[src/rtl/gomoku_pkg.sv]
// Shared types, board geometry and scan-direction table for the gomoku board controller.
// Also holds the coordinate helpers used by the controller and the win checker.
package gomoku_pkg;

   localparam int BOARD_N      = 6;
   localparam int BOARD_CELLS  = BOARD_N * BOARD_N;
   localparam int WIN_LEN      = 5;
   localparam int BLINK_FRAMES = 15;
   localparam int ADDR_W       = 6;
   localparam int COORD_W      = 3;

   localparam logic [COORD_W-1:0] COORD_MAX   = COORD_W'(BOARD_N - 1);
   localparam logic [COORD_W-1:0] COORD_START = 3'd2;

   typedef enum logic [1:0] {
      CELL_EMPTY  = 2'b00,
      CELL_BLACK  = 2'b01,
      CELL_WHITE  = 2'b10,
      CELL_CURSOR = 2'b11
   } cell_t;

   typedef enum logic [2:0] {
      WC_IDLE,
      WC_SCAN_POS,
      WC_SCAN_NEG,
      WC_NEXT_DIR,
      WC_RESOLVE
   } wc_state_t;

   // Scan order: horizontal, vertical, diagonal, anti-diagonal.
   localparam logic signed [1:0] DIR_DROW [4] = '{2'sd0, 2'sd1, 2'sd1, 2'sd1};
   localparam logic signed [1:0] DIR_DCOL [4] = '{2'sd1, 2'sd0, 2'sd1, -2'sd1};

   function automatic logic [ADDR_W-1:0] cell_addr(input logic [COORD_W-1:0] row,
                                                  input logic [COORD_W-1:0] col);
      return ADDR_W'(row) * ADDR_W'(BOARD_N) + ADDR_W'(col);
   endfunction

   // Coordinate k steps from base along d; flip walks the opposite way.
   function automatic logic signed [4:0] step_coord(input logic [COORD_W-1:0] base,
                                                    input logic signed [1:0] d,
                                                    input logic [2:0] k,
                                                    input logic flip);
      logic signed [4:0] b;
      logic signed [4:0] kk;
      b  = $signed({2'b00, base});
      kk = $signed({2'b00, k});
      if (d == 2'sd0)
         return b;
      else if ((d == 2'sd1) != flip)
         return b + kk;
      else
         return b - kk;
   endfunction

endpackage

[src/rtl/gomoku_win_checker.sv]
// Sequential five-in-a-row check around the most recently placed stone.
// Walks each direction outward one cell per cycle through a single cell read port.
module gomoku_win_checker
   import gomoku_pkg::*;
(
   input  logic               clk,
   input  logic               rst,
   input  logic               abort,
   input  logic               start,
   input  logic [COORD_W-1:0] origin_row,
   input  logic [COORD_W-1:0] origin_col,
   input  cell_t              colour,
   output logic [ADDR_W-1:0]  rd_addr,
   input  cell_t              rd_data,
   output logic               busy,
   output logic               done,
   output logic               win
);

   localparam logic [2:0]        SCAN_LAST = 3'(WIN_LEN - 2);
   localparam logic signed [4:0] EDGE      = 5'(BOARD_N);

   wc_state_t          state_reg, state_next;
   logic [1:0]         dir_reg, dir_next;
   logic [2:0]         pos_reg, pos_next, neg_reg, neg_next;
   logic [COORD_W-1:0] row_reg, row_next, col_reg, col_next;
   cell_t              colour_reg, colour_next;
   logic               win_reg, win_next;

   logic              flip, in_board, match;
   logic [2:0]        step;
   logic signed [4:0] probe_row, probe_col;
   logic [3:0]        run;

   always_comb begin
      flip      = (state_reg == WC_SCAN_NEG);
      step      = (flip ? neg_reg : pos_reg) + 3'd1;
      probe_row = step_coord(row_reg, DIR_DROW[dir_reg], step, flip);
      probe_col = step_coord(col_reg, DIR_DCOL[dir_reg], step, flip);
      in_board  = (probe_row >= 5'sd0) && (probe_row < EDGE) &&
                  (probe_col >= 5'sd0) && (probe_col < EDGE);
      rd_addr   = in_board ? cell_addr(probe_row[2:0], probe_col[2:0]) : '0;
      match     = in_board && (rd_data == colour_reg);
      run       = 4'd1 + {1'b0, pos_reg} + {1'b0, neg_reg};
   end

   always_comb begin
      state_next  = state_reg;
      dir_next    = dir_reg;
      pos_next    = pos_reg;
      neg_next    = neg_reg;
      row_next    = row_reg;
      col_next    = col_reg;
      colour_next = colour_reg;
      win_next    = win_reg;
      case (state_reg)
         WC_IDLE: begin
            if (start) begin
               state_next  = WC_SCAN_POS;
               dir_next    = '0;
               pos_next    = '0;
               neg_next    = '0;
               row_next    = origin_row;
               col_next    = origin_col;
               colour_next = colour;
               win_next    = 1'b0;
            end
         end
         WC_SCAN_POS: begin
            if (match)
               pos_next = pos_reg + 3'd1;
            if (!match || pos_reg == SCAN_LAST)
               state_next = WC_SCAN_NEG;
         end
         WC_SCAN_NEG: begin
            if (match)
               neg_next = neg_reg + 3'd1;
            if (!match || neg_reg == SCAN_LAST)
               state_next = WC_NEXT_DIR;
         end
         WC_NEXT_DIR: begin
            if (run >= 4'(WIN_LEN)) begin
               win_next   = 1'b1;
               state_next = WC_RESOLVE;
            end else if (dir_reg == 2'd3) begin
               state_next = WC_RESOLVE;
            end else begin
               dir_next   = dir_reg + 2'd1;
               pos_next   = '0;
               neg_next   = '0;
               state_next = WC_SCAN_POS;
            end
         end
         WC_RESOLVE: state_next = WC_IDLE;
         default:    state_next = WC_IDLE;
      endcase
      if (abort)
         state_next = WC_IDLE;
   end

   always_ff @(posedge clk) begin
      if (rst) begin
         state_reg  <= WC_IDLE;
         dir_reg    <= '0;
         pos_reg    <= '0;
         neg_reg    <= '0;
         row_reg    <= '0;
         col_reg    <= '0;
         colour_reg <= CELL_EMPTY;
         win_reg    <= 1'b0;
      end else begin
         state_reg  <= state_next;
         dir_reg    <= dir_next;
         pos_reg    <= pos_next;
         neg_reg    <= neg_next;
         row_reg    <= row_next;
         col_reg    <= col_next;
         colour_reg <= colour_next;
         win_reg    <= win_next;
      end
   end

   assign busy = (state_reg != WC_IDLE);
   assign done = (state_reg == WC_RESOLVE);
   assign win  = win_reg;

endmodule

[src/rtl/gomoku_board_ctrl.sv]
// Game-state owner for the VGA gomoku display: board storage, cursor, turn, blink and outcome.
// board[] is the stored cells with a blinking cursor overlay derived only from registered state.
module gomoku_board_ctrl
   import gomoku_pkg::*;
(
   input  logic                     clk,
   input  logic                     rst,
   input  logic                     btn_up,
   input  logic                     btn_down,
   input  logic                     btn_left,
   input  logic                     btn_right,
   input  logic                     btn_place,
   input  logic                     btn_new,
   input  logic                     frame_tick,
   output logic [2*BOARD_CELLS-1:0] board,
   output logic [COORD_W-1:0]       cursor_row,
   output logic [COORD_W-1:0]       cursor_col,
   output logic                     turn,
   output logic                     busy,
   output logic                     game_over,
   output logic [1:0]               winner
);

   cell_t              cells_reg [BOARD_CELLS];
   logic [COORD_W-1:0] row_reg, row_next, col_reg, col_next;
   logic               turn_reg, over_reg, blink_on_reg;
   logic [1:0]         winner_reg;
   logic [ADDR_W-1:0]  count_reg;
   logic [3:0]         blink_cnt_reg;

   logic [ADDR_W-1:0] cur_addr, rd_addr;
   cell_t             cur_cell, turn_colour, rd_data;
   logic              place_ok, move_en, chk_busy, chk_done, chk_win, show_cursor;

   assign cur_addr    = cell_addr(row_reg, col_reg);
   assign cur_cell    = cells_reg[cur_addr];
   assign rd_data     = cells_reg[rd_addr];
   assign turn_colour = turn_reg ? CELL_WHITE : CELL_BLACK;
   assign place_ok    = btn_place && !btn_new && !chk_busy && !over_reg && (cur_cell == CELL_EMPTY);
   assign move_en     = !btn_new && !btn_place && !chk_busy;

   // Opposing pulses cancel on their axis; edges saturate.
   always_comb begin
      row_next = row_reg;
      col_next = col_reg;
      if (move_en) begin
         if (btn_up && !btn_down && row_reg != '0)
            row_next = row_reg - 3'd1;
         else if (btn_down && !btn_up && row_reg != COORD_MAX)
            row_next = row_reg + 3'd1;
         if (btn_left && !btn_right && col_reg != '0)
            col_next = col_reg - 3'd1;
         else if (btn_right && !btn_left && col_reg != COORD_MAX)
            col_next = col_reg + 3'd1;
      end
   end

   always_ff @(posedge clk) begin
      if (rst || btn_new) begin
         for (int i = 0; i < BOARD_CELLS; i++)
            cells_reg[i] <= CELL_EMPTY;
         row_reg       <= COORD_START;
         col_reg       <= COORD_START;
         turn_reg      <= 1'b0;
         over_reg      <= 1'b0;
         winner_reg    <= 2'b00;
         count_reg     <= '0;
         blink_cnt_reg <= '0;
         blink_on_reg  <= 1'b1;
      end else begin
         row_reg <= row_next;
         col_reg <= col_next;
         if (place_ok) begin
            cells_reg[cur_addr] <= turn_colour;
            count_reg           <= count_reg + 1'b1;
         end
         // The turn is frozen while the checker runs, so it still names the mover here.
         if (chk_done) begin
            if (chk_win) begin
               over_reg   <= 1'b1;
               winner_reg <= turn_colour;
            end else if (count_reg == ADDR_W'(BOARD_CELLS)) begin
               over_reg   <= 1'b1;
               winner_reg <= 2'b00;
            end else begin
               turn_reg <= !turn_reg;
            end
         end
         if (frame_tick) begin
            if (blink_cnt_reg == 4'(BLINK_FRAMES - 1)) begin
               blink_cnt_reg <= '0;
               blink_on_reg  <= !blink_on_reg;
            end else begin
               blink_cnt_reg <= blink_cnt_reg + 4'd1;
            end
         end
      end
   end

   gomoku_win_checker u_checker (
      .clk        (clk),
      .rst        (rst),
      .abort      (btn_new),
      .start      (place_ok),
      .origin_row (row_reg),
      .origin_col (col_reg),
      .colour     (turn_colour),
      .rd_addr    (rd_addr),
      .rd_data    (rd_data),
      .busy       (chk_busy),
      .done       (chk_done),
      .win        (chk_win)
   );

   assign show_cursor = blink_on_reg && !over_reg && (cur_cell == CELL_EMPTY);

   for (genvar gi = 0; gi < BOARD_CELLS; gi++) begin : g_cell
      assign board[2*gi +: 2] = (show_cursor && cur_addr == ADDR_W'(gi)) ? CELL_CURSOR : cells_reg[gi];
   end

   assign cursor_row = row_reg;
   assign cursor_col = col_reg;
   assign turn       = turn_reg;
   assign busy       = chk_busy;
   assign game_over  = over_reg;
   assign winner     = winner_reg;

endmodule

[config.mk]
export PLATFORM = sky130hd
export DESIGN_NAME = gomoku_board_ctrl
export DESIGN_NICKNAME = d
export VERILOG_FILES = /design/src/rtl/gomoku_pkg.sv /design/src/rtl/gomoku_win_checker.sv /design/src/rtl/gomoku_board_ctrl.sv
export SDC_FILE = /design/constraint.sdc
export NUM_CORES = 1
export LEC_CHECK = 0
export ABC_AREA = 1
export CAP_MARGIN = 20
export CORE_MARGIN = 5
export CORE_UTILIZATION = 59
export DETAILED_ROUTE_END_ITERATION = 8
export PLACE_DENSITY = 0.85
export SLEW_MARGIN = 20
export SYNTH_ARGS = -nofsm -noshare
export SYNTH_HDL_FRONTEND = slang
export SYNTH_SLANG_ARGS = --single-unit
[constraint.sdc]
create_clock -name clk -period 6.06 [get_ports clk]
set_clock_uncertainty 0.05 [all_clocks]
set_input_delay 1.212 -clock clk [delete_from_list [all_inputs] [get_ports clk]]
set_output_delay 1.212 -clock clk [all_outputs]
set_load 0.02 [all_outputs]
## Word level (Yosys, flattened, before mapping)

Memories as Yosys holds them, arrays and structs flattened.
Cells that the tools add are included.

- Memories kept: 1
- Memory bits (writable): 72
- Register bits after elaboration: 41
- Bits of input ports: 9
- Output and inout port bits: 83

- Eq/ne operators: 59
- Reductions and logical operators: 97
- Order comparisons: 6
- $mul: 2
- Add/sub/neg operators: 18
- Bitwise operators: 3
- Multiplexer cells: 86

Memories:

| name | words | width | read ports | clocked after Yosys merged registers in | write ports | RTL line | text |
|---|---|---|---|---|---|---|---|
| cells_reg | 36 | 2 | 38 | 0 | 36 | gomoku_board_ctrl.sv:24 | `cell_t cells_reg [BOARD_CELLS];` |

Operator list:

| kind | number |
|---|---|
| 6-bit by 5-bit equality test with 1-bit output (second input constant) | 16 |
| 2-bit two-way mux | 47 |
| 1-bit logical AND | 56 |
| 6-bit by 4-bit equality test with 1-bit output (second input constant) | 8 |
| 3-bit two-way mux | 15 |
| 6-bit equality test (second input constant) | 5 |
| 6-bit by 3-bit equality test with 1-bit output (second input constant) | 4 |
| 5-bit two-way mux | 4 |
| 3-bit case mux with 3 select lines | 2 |
| 3-bit by 1-bit adder with 3-bit output (second input constant) | 5 |
| 3-bit nonzero test | 5 |
| 6-bit by 3-bit adder with 6-bit output | 2 |
| 3-bit by 2-bit equality test with 1-bit output (second input constant) | 4 |
| 6-bit by 2-bit equality test with 1-bit output (second input constant) | 2 |
| 6-bit two-way mux | 2 |
| 3-bit case mux with 4 select lines | 1 |
| 1-bit zero test | 11 |
| 5-bit by 1-bit >= comparator with 1-bit output (second input constant) | 2 |
| 5-bit by 4-bit less-than comparator with 1-bit output (second input constant) | 2 |
| 3-bit by 2-bit multiplier with 5-bit output (second input constant) | 2 |
| 1-bit two-way mux | 10 |
| 2-bit != test (second input constant) | 5 |
| 2-bit AND reduction | 5 |
| 5-bit AND reduction | 2 |
| other kinds (33) | 54 |

## Depth between registers and ports, before layout

An unclocked memory read counts as a cell.

- Word-level depth: 20
- Mapped depth: 38
- Mapped depth without buffers: 37

## By module

Synthesis repeated with hierarchy kept, for this count alone.

- Cells, all modules: 1627
- Area total of the unflattened synthesis: 11846.4 um2

By module, submodules not included:

| module | times used | area each (um2) | cells each |
|---|---|---|---|
| gomoku_board_ctrl | 1 | 9755.6 | 1333 |
| gomoku_win_checker | 1 | 2090.8 | 294 |

## Worst setup path before layout

No wires, ideal clock.

- Kind: register -> output
- Start: register row_reg[1], in the netlist cursor_row[1]
- End: output port board[0]
- Stages on the path, launching flop included: 15
- Path slack: 1.190 ns
- Arrival time: 3.608 ns
- Required time: 4.798 ns
- Buffers on the path: 1
- Path through: dfxtp_1 -> inv_1 -> ha_1 -> inv_1 -> fa_1 -> xnor2_1 -> inv_1 -> nand2_1 -> o22ai_1 -> o21ai_0 -> nand4_1 -> nor2_1 -> nand2_1 -> clkbuf_1 -> o21ai_0

- Cells in the longest elaborated chain, start to end: 7
- Elaborated cells between the ends (all ways): 8

RTL lines:

| what | RTL line | text |
|---|---|---|
| start: declaration | gomoku_board_ctrl.sv:25 | `logic [COORD_W-1:0] row_reg, row_next, col_reg, col_next;` |
| start signal: assignment | gomoku_board_ctrl.sv:71 | `row_reg <= row_next;` |
| 3-bit by 2-bit multiplier with 5-bit output * | gomoku_pkg.sv:36 | `return ADDR_W'(row) * ADDR_W'(BOARD_N) + ADDR_W'(col);` |
| 6-bit by 3-bit adder with 6-bit output * | gomoku_pkg.sv:36 |  |
| memory 36 x 2 bit | -- |  |
| 2-bit zero test | gomoku_board_ctrl.sv:115 | `assign show_cursor = blink_on_reg && !over_reg && (cur_cell == CELL_EMPTY);` |
| 1-bit logical AND | gomoku_board_ctrl.sv:115 |  |
| 1-bit logical AND * | gomoku_board_ctrl.sv:118 | `assign board[2*gi +: 2] = (show_cursor && cur_addr == ADDR_W'(gi)) ? CELL_CURSOR : cells_reg[gi];` |
| 2-bit two-way mux * | gomoku_board_ctrl.sv:118 |  |
| end: declaration | gomoku_board_ctrl.sv:15 | `output logic [2*BOARD_CELLS-1:0] board,` |

Mark *: on every way between the ends. The rest lies on a longest branch, timed or not.

## Worst setup path in the final report

Same ends and word-level chain as after synthesis.

==> reports/results.tsv <==
stage	metric	value	unit
timing	crit path setup slack, layout	245	ps
clock_tree	clock-pin slew of the registers on the worst-case setup and hold paths	70	ps
timing	slew of the pin with the lowest slew margin	964	ps
pwr	share of power burned in the clock network	0.208	
worst_setup_path	critical path start-end classification	flop to primary output	
pwr	leakage power summed over all cells	4.77	nW
clock_tree	H-tree level count	4	
die	die footprint	21100	µm²
timing	remaining max-slew budget at the tightest pin	0.350	
clock_tree	clock insertion delay at the later pin of the skew report	440	ps
worst_setup_path	slowest CP cell	clkdlybuf4s50_1	
worst_setup_path	minimum setup slack among reg-to-reg paths	490	ps
yosys	per-instance average area after synthesis	7.97	µm²
finish	multi-input gate area in the final layout	5110	µm²
yosys	sequential cell area fraction in the yosys report	0.433	
finish	number of flip-flops under the largest register name	128	
grt	overall fraction of global-route tracks in use	0.302	
timing	number of hold violations in the final report	0	
finish	antenna diode count	0	
clock_tree	sinks on the clock net	169	
worst_setup_path	endpoint class of the critical path	primary output	
drt	DRC violation count after routing	0	
place	Port Buffer Count	91	
pwr	internal power contribution	2.80	mW
drt	Vias per Instance	6.37	
worst_setup_path	critical register-to-register path startpoint	u_checker.state_reg[0]$_SDFFE_PP0P_	
finish	register area	4670	µm²
run_status	status	completed	
worst_setup_path	Max FO, Critical Path	16	
pwr	fraction of power consumed by sequential logic	0.250	
finish	final net count	1473	
grt	vias in the first global route	10000	
drt	Initial DRT Pass Iterations	6	
pwr	share of total power consumed by net switching	0.472	
worst_setup_path	cell breakdown of the critical path	inv_1 -> ha_1 -> inv_1 -> fa_1 -> xnor2_4 -> inv_1 -> nor2_1 -> inv_1 -> o22ai_1 -> o21ai_0 -> nand4_1 -> nor2_4 -> nand2_2 -> o21ai_0 -> clkdlybuf4s50_1	
finish	number of standard cells in the final layout excluding fillers	1657	
finish	fraction of final layout cells sized beyond drive strength 1	0.0714	
clock_tree	buffers from clock root to sink, at most	2	
job	Maximum Capacitance Violations	0	
min_path	endpoint with the worst hold slack	winner[0]$_SDFFE_PP0P_	
yosys	post-synthesis sequential element count	169	
grt	pin count of the biggest net entering global routing	67	
die	FP Rows	49	
yosys	proportion of register bits with asynchronous set or reset after synthesis	0	
finish	Area Overhead vs Synth	15.6	%
min_path	worst hold path depth	2	
pwr	Combinational Power Share	0.541	
min_path	startpoint of the tightest hold check path	winner[0]$_SDFFE_PP0P_	
drt	DR vias	10600	
worst_setup_path	arrival time at the worst endpoint	4550	ps
clock_tree	Clock Root Buffer	clkbuf_16	
worst_setup_path	startpoint kind of the worst setup timing path	flop	
drt	average wire per standard cell	20.0	µm
place	dpl ws	298	ps
die	Chip Height	145	µm
pwr	reported net switching power	2.51	mW
grt	antenna violations before repair	0	
timing	fmax	172	MHz
drt	antenna-violating nets left	0	
timing	post-layout minimum cycle time	5810	ps
place	Detailed Place HPWL	22600	µm
place	routability congestion estimate	0.987	
grt	first-pass GRT wire length	51500	µm
worst_setup_path	Critical Path Most Common Cell	inv_1	
yosys	post-synthesis cell area	10800	µm²
pwr	Power per Cell Area	426	nW/µm²
yosys	net count after synthesis	1411	
clock_tree	Num CTS Buffers	17	
place	placed cells	1625	
finish	most used cells in the layout excluding fill and tap cells	nand2_1, inv_1, o21ai_0	
yosys	count of flip-flops with a built-in enable after synthesis	128	
timing	Setup-failing EPs final	0	
yosys	Syn Inst Count	1353	
worst_setup_path	Critical Path RT	4800	ps
grt	grt ovf	0	
drt	post-detailed-routing wire length	33200	µm
clock_tree	clock tree from TritonCTS	built	
timing	sum of negative setup slack	0	ps
worst_setup_path	Reg2Reg Capture Point	u_checker.state_reg[0]$_SDFFE_PP0P_	
timing	hold slack	419	ps
die	boundary pin count	92	
timing	period utilisation layout	0.960	
timing	number of max-slew violations in the final report	0	
yosys	library cells used by synthesis	43	
drt	starting DRC count in detailed routing	1601	
pwr	Power Total	5.31	mW
die	effective utilization at floorplan	0.600	
worst_setup_path	stage delay of the slowest cell on the critical path	650	ps
yosys	Post-synth top flop	edfxtp_1	
finish	leading cell type in the layout, fill and taps excluded	nand2_1	
yosys	synth warn	0	
min_path	worst hold path class	flop to flop	
die	horizontal extent of the die	145	µm
die	Core Area	18000	µm²
pwr	Max IR drop VDD	0.000553	V
worst_setup_path	worst r2r path cells	34	
finish	number of fillers in the final layout	1345	
per-stage QoR:
step / utilization / cell area, µm²
5_1_grt: 0.694 / 12500
4_1_cts: 0.690 / 12400
6_report: 0.694 / 12500
3_5_place_dp: 0.657 / 11800
2_1_floorplan: - / 10800
3_3_place_gp: 0.657 / 11800
Yosys cell counts, drive strengths merged, types with 2 or more instances:
master  instances  share of area
o21ai         158          0.073
o21a            2         0.0014
nor2          110          0.039
ha             38          0.044
o31ai           2         0.0014
inv           181          0.064
nand2         193          0.071
dfxtp          41          0.076
o2111a          6         0.0063
fa             11          0.020
o21bai          5         0.0035
a211oi          4         0.0028
nand3         156          0.078
edfxtp        128           0.36
xnor2           6         0.0049
a21oi          75          0.035
or2             5         0.0029
buf            34          0.021
nor3           85          0.041
xor2            6         0.0049
clkbuf         40          0.014
nand4          48          0.028
o22ai           7         0.0041
nor4            8         0.0046
final cells by class:
type	count	area share
clock inverters	15	0.0128
well taps	229	0.0230
inverters	181	0.0558
flip-flops and latches	169	0.374
clock buffers	17	0.0341
repair buffers	117	0.0901
multi-input cells	929	0.410
critical path: cells and delay by family, from the launching register on:
kind | cells | cell delay, ps
adder cells (fa/ha/maj) | 2 | 830
AND/OR/NAND/NOR | 4 | 710
buffers and inverters | 5 | 1210
flip-flops | 1 | 500
XOR/XNOR | 1 | 220
AO/OA/AOI/OAI | 3 | 630
power by group through the flow:
stage               Clock [mW]  Sequential, mW  Combinational (mW)
finish                    1.11            1.33                2.87
global placement             0            1.35                2.64
detailed placement           0            1.35                2.68
CTS                       1.10            1.33                2.72
global route              1.15            1.33                3.10
floorplan                    0            1.34                2.09
worst max-delay path by stage:
stage / from / end / slack (ps) / cells past startpoint
6_report: cursor_row[1]$_SDFFE_PP1P_ / board[0] / 250 / 15
2_1_floorplan: cursor_row[1]$_SDFFE_PP1P_ / board[0] / 1190 / 14
3_5_place_dp: cursor_row[1]$_SDFFE_PP1P_ / board[30] / 300 / 14
5_1_grt: u_checker.state_reg[2]$_SDFFE_PP0P_ / u_checker.neg_reg[1]$_SDFFE_PP0P_ / -30 / 38
4_1_cts: cursor_row[1]$_SDFFE_PP1P_ / board[56] / 70 / 14
3_3_place_gp: u_checker.state_reg[1]$_SDFFE_PP0P_ / u_checker.neg_reg[2]$_SDFFE_PP0P_ / 520 / 35
layer usage:
layer / vias up / share of wire / GRT usage / wire length (µm)
met2: 813 / 0.45 / 0.460 / 14900
met4: 0 / 0.059 / 0.175 / 1960
li1: 4776 / - / - / -
met1: 4798 / 0.36 / 0.391 / 12000
met3: 171 / 0.13 / 0.0795 / 4320
met5: - / 0 / 0 / 0
repair_timing:
action	in CTS	in global routing
cloned	0	0
gates resized for setup	1	20
hold buffers	0	0
setup buffers	0	0
endpoints found under the setup margin	70	78
pin swaps	0	0
logic make-up (layout without fill, tap and decap cells):
family / count (synthesis) / count (layout) / synth area share
flops: 169 / 169 / 0.433
buf+inv: 255 / 330 / 0.0984
fa+ha+maj: 49 / 49 / 0.0645
compound gates: 262 / 262 / 0.130
simple gates: 606 / 606 / 0.265
xor+xnor: 12 / 12 / 0.00975
Power figures use the tool's default switching activity.
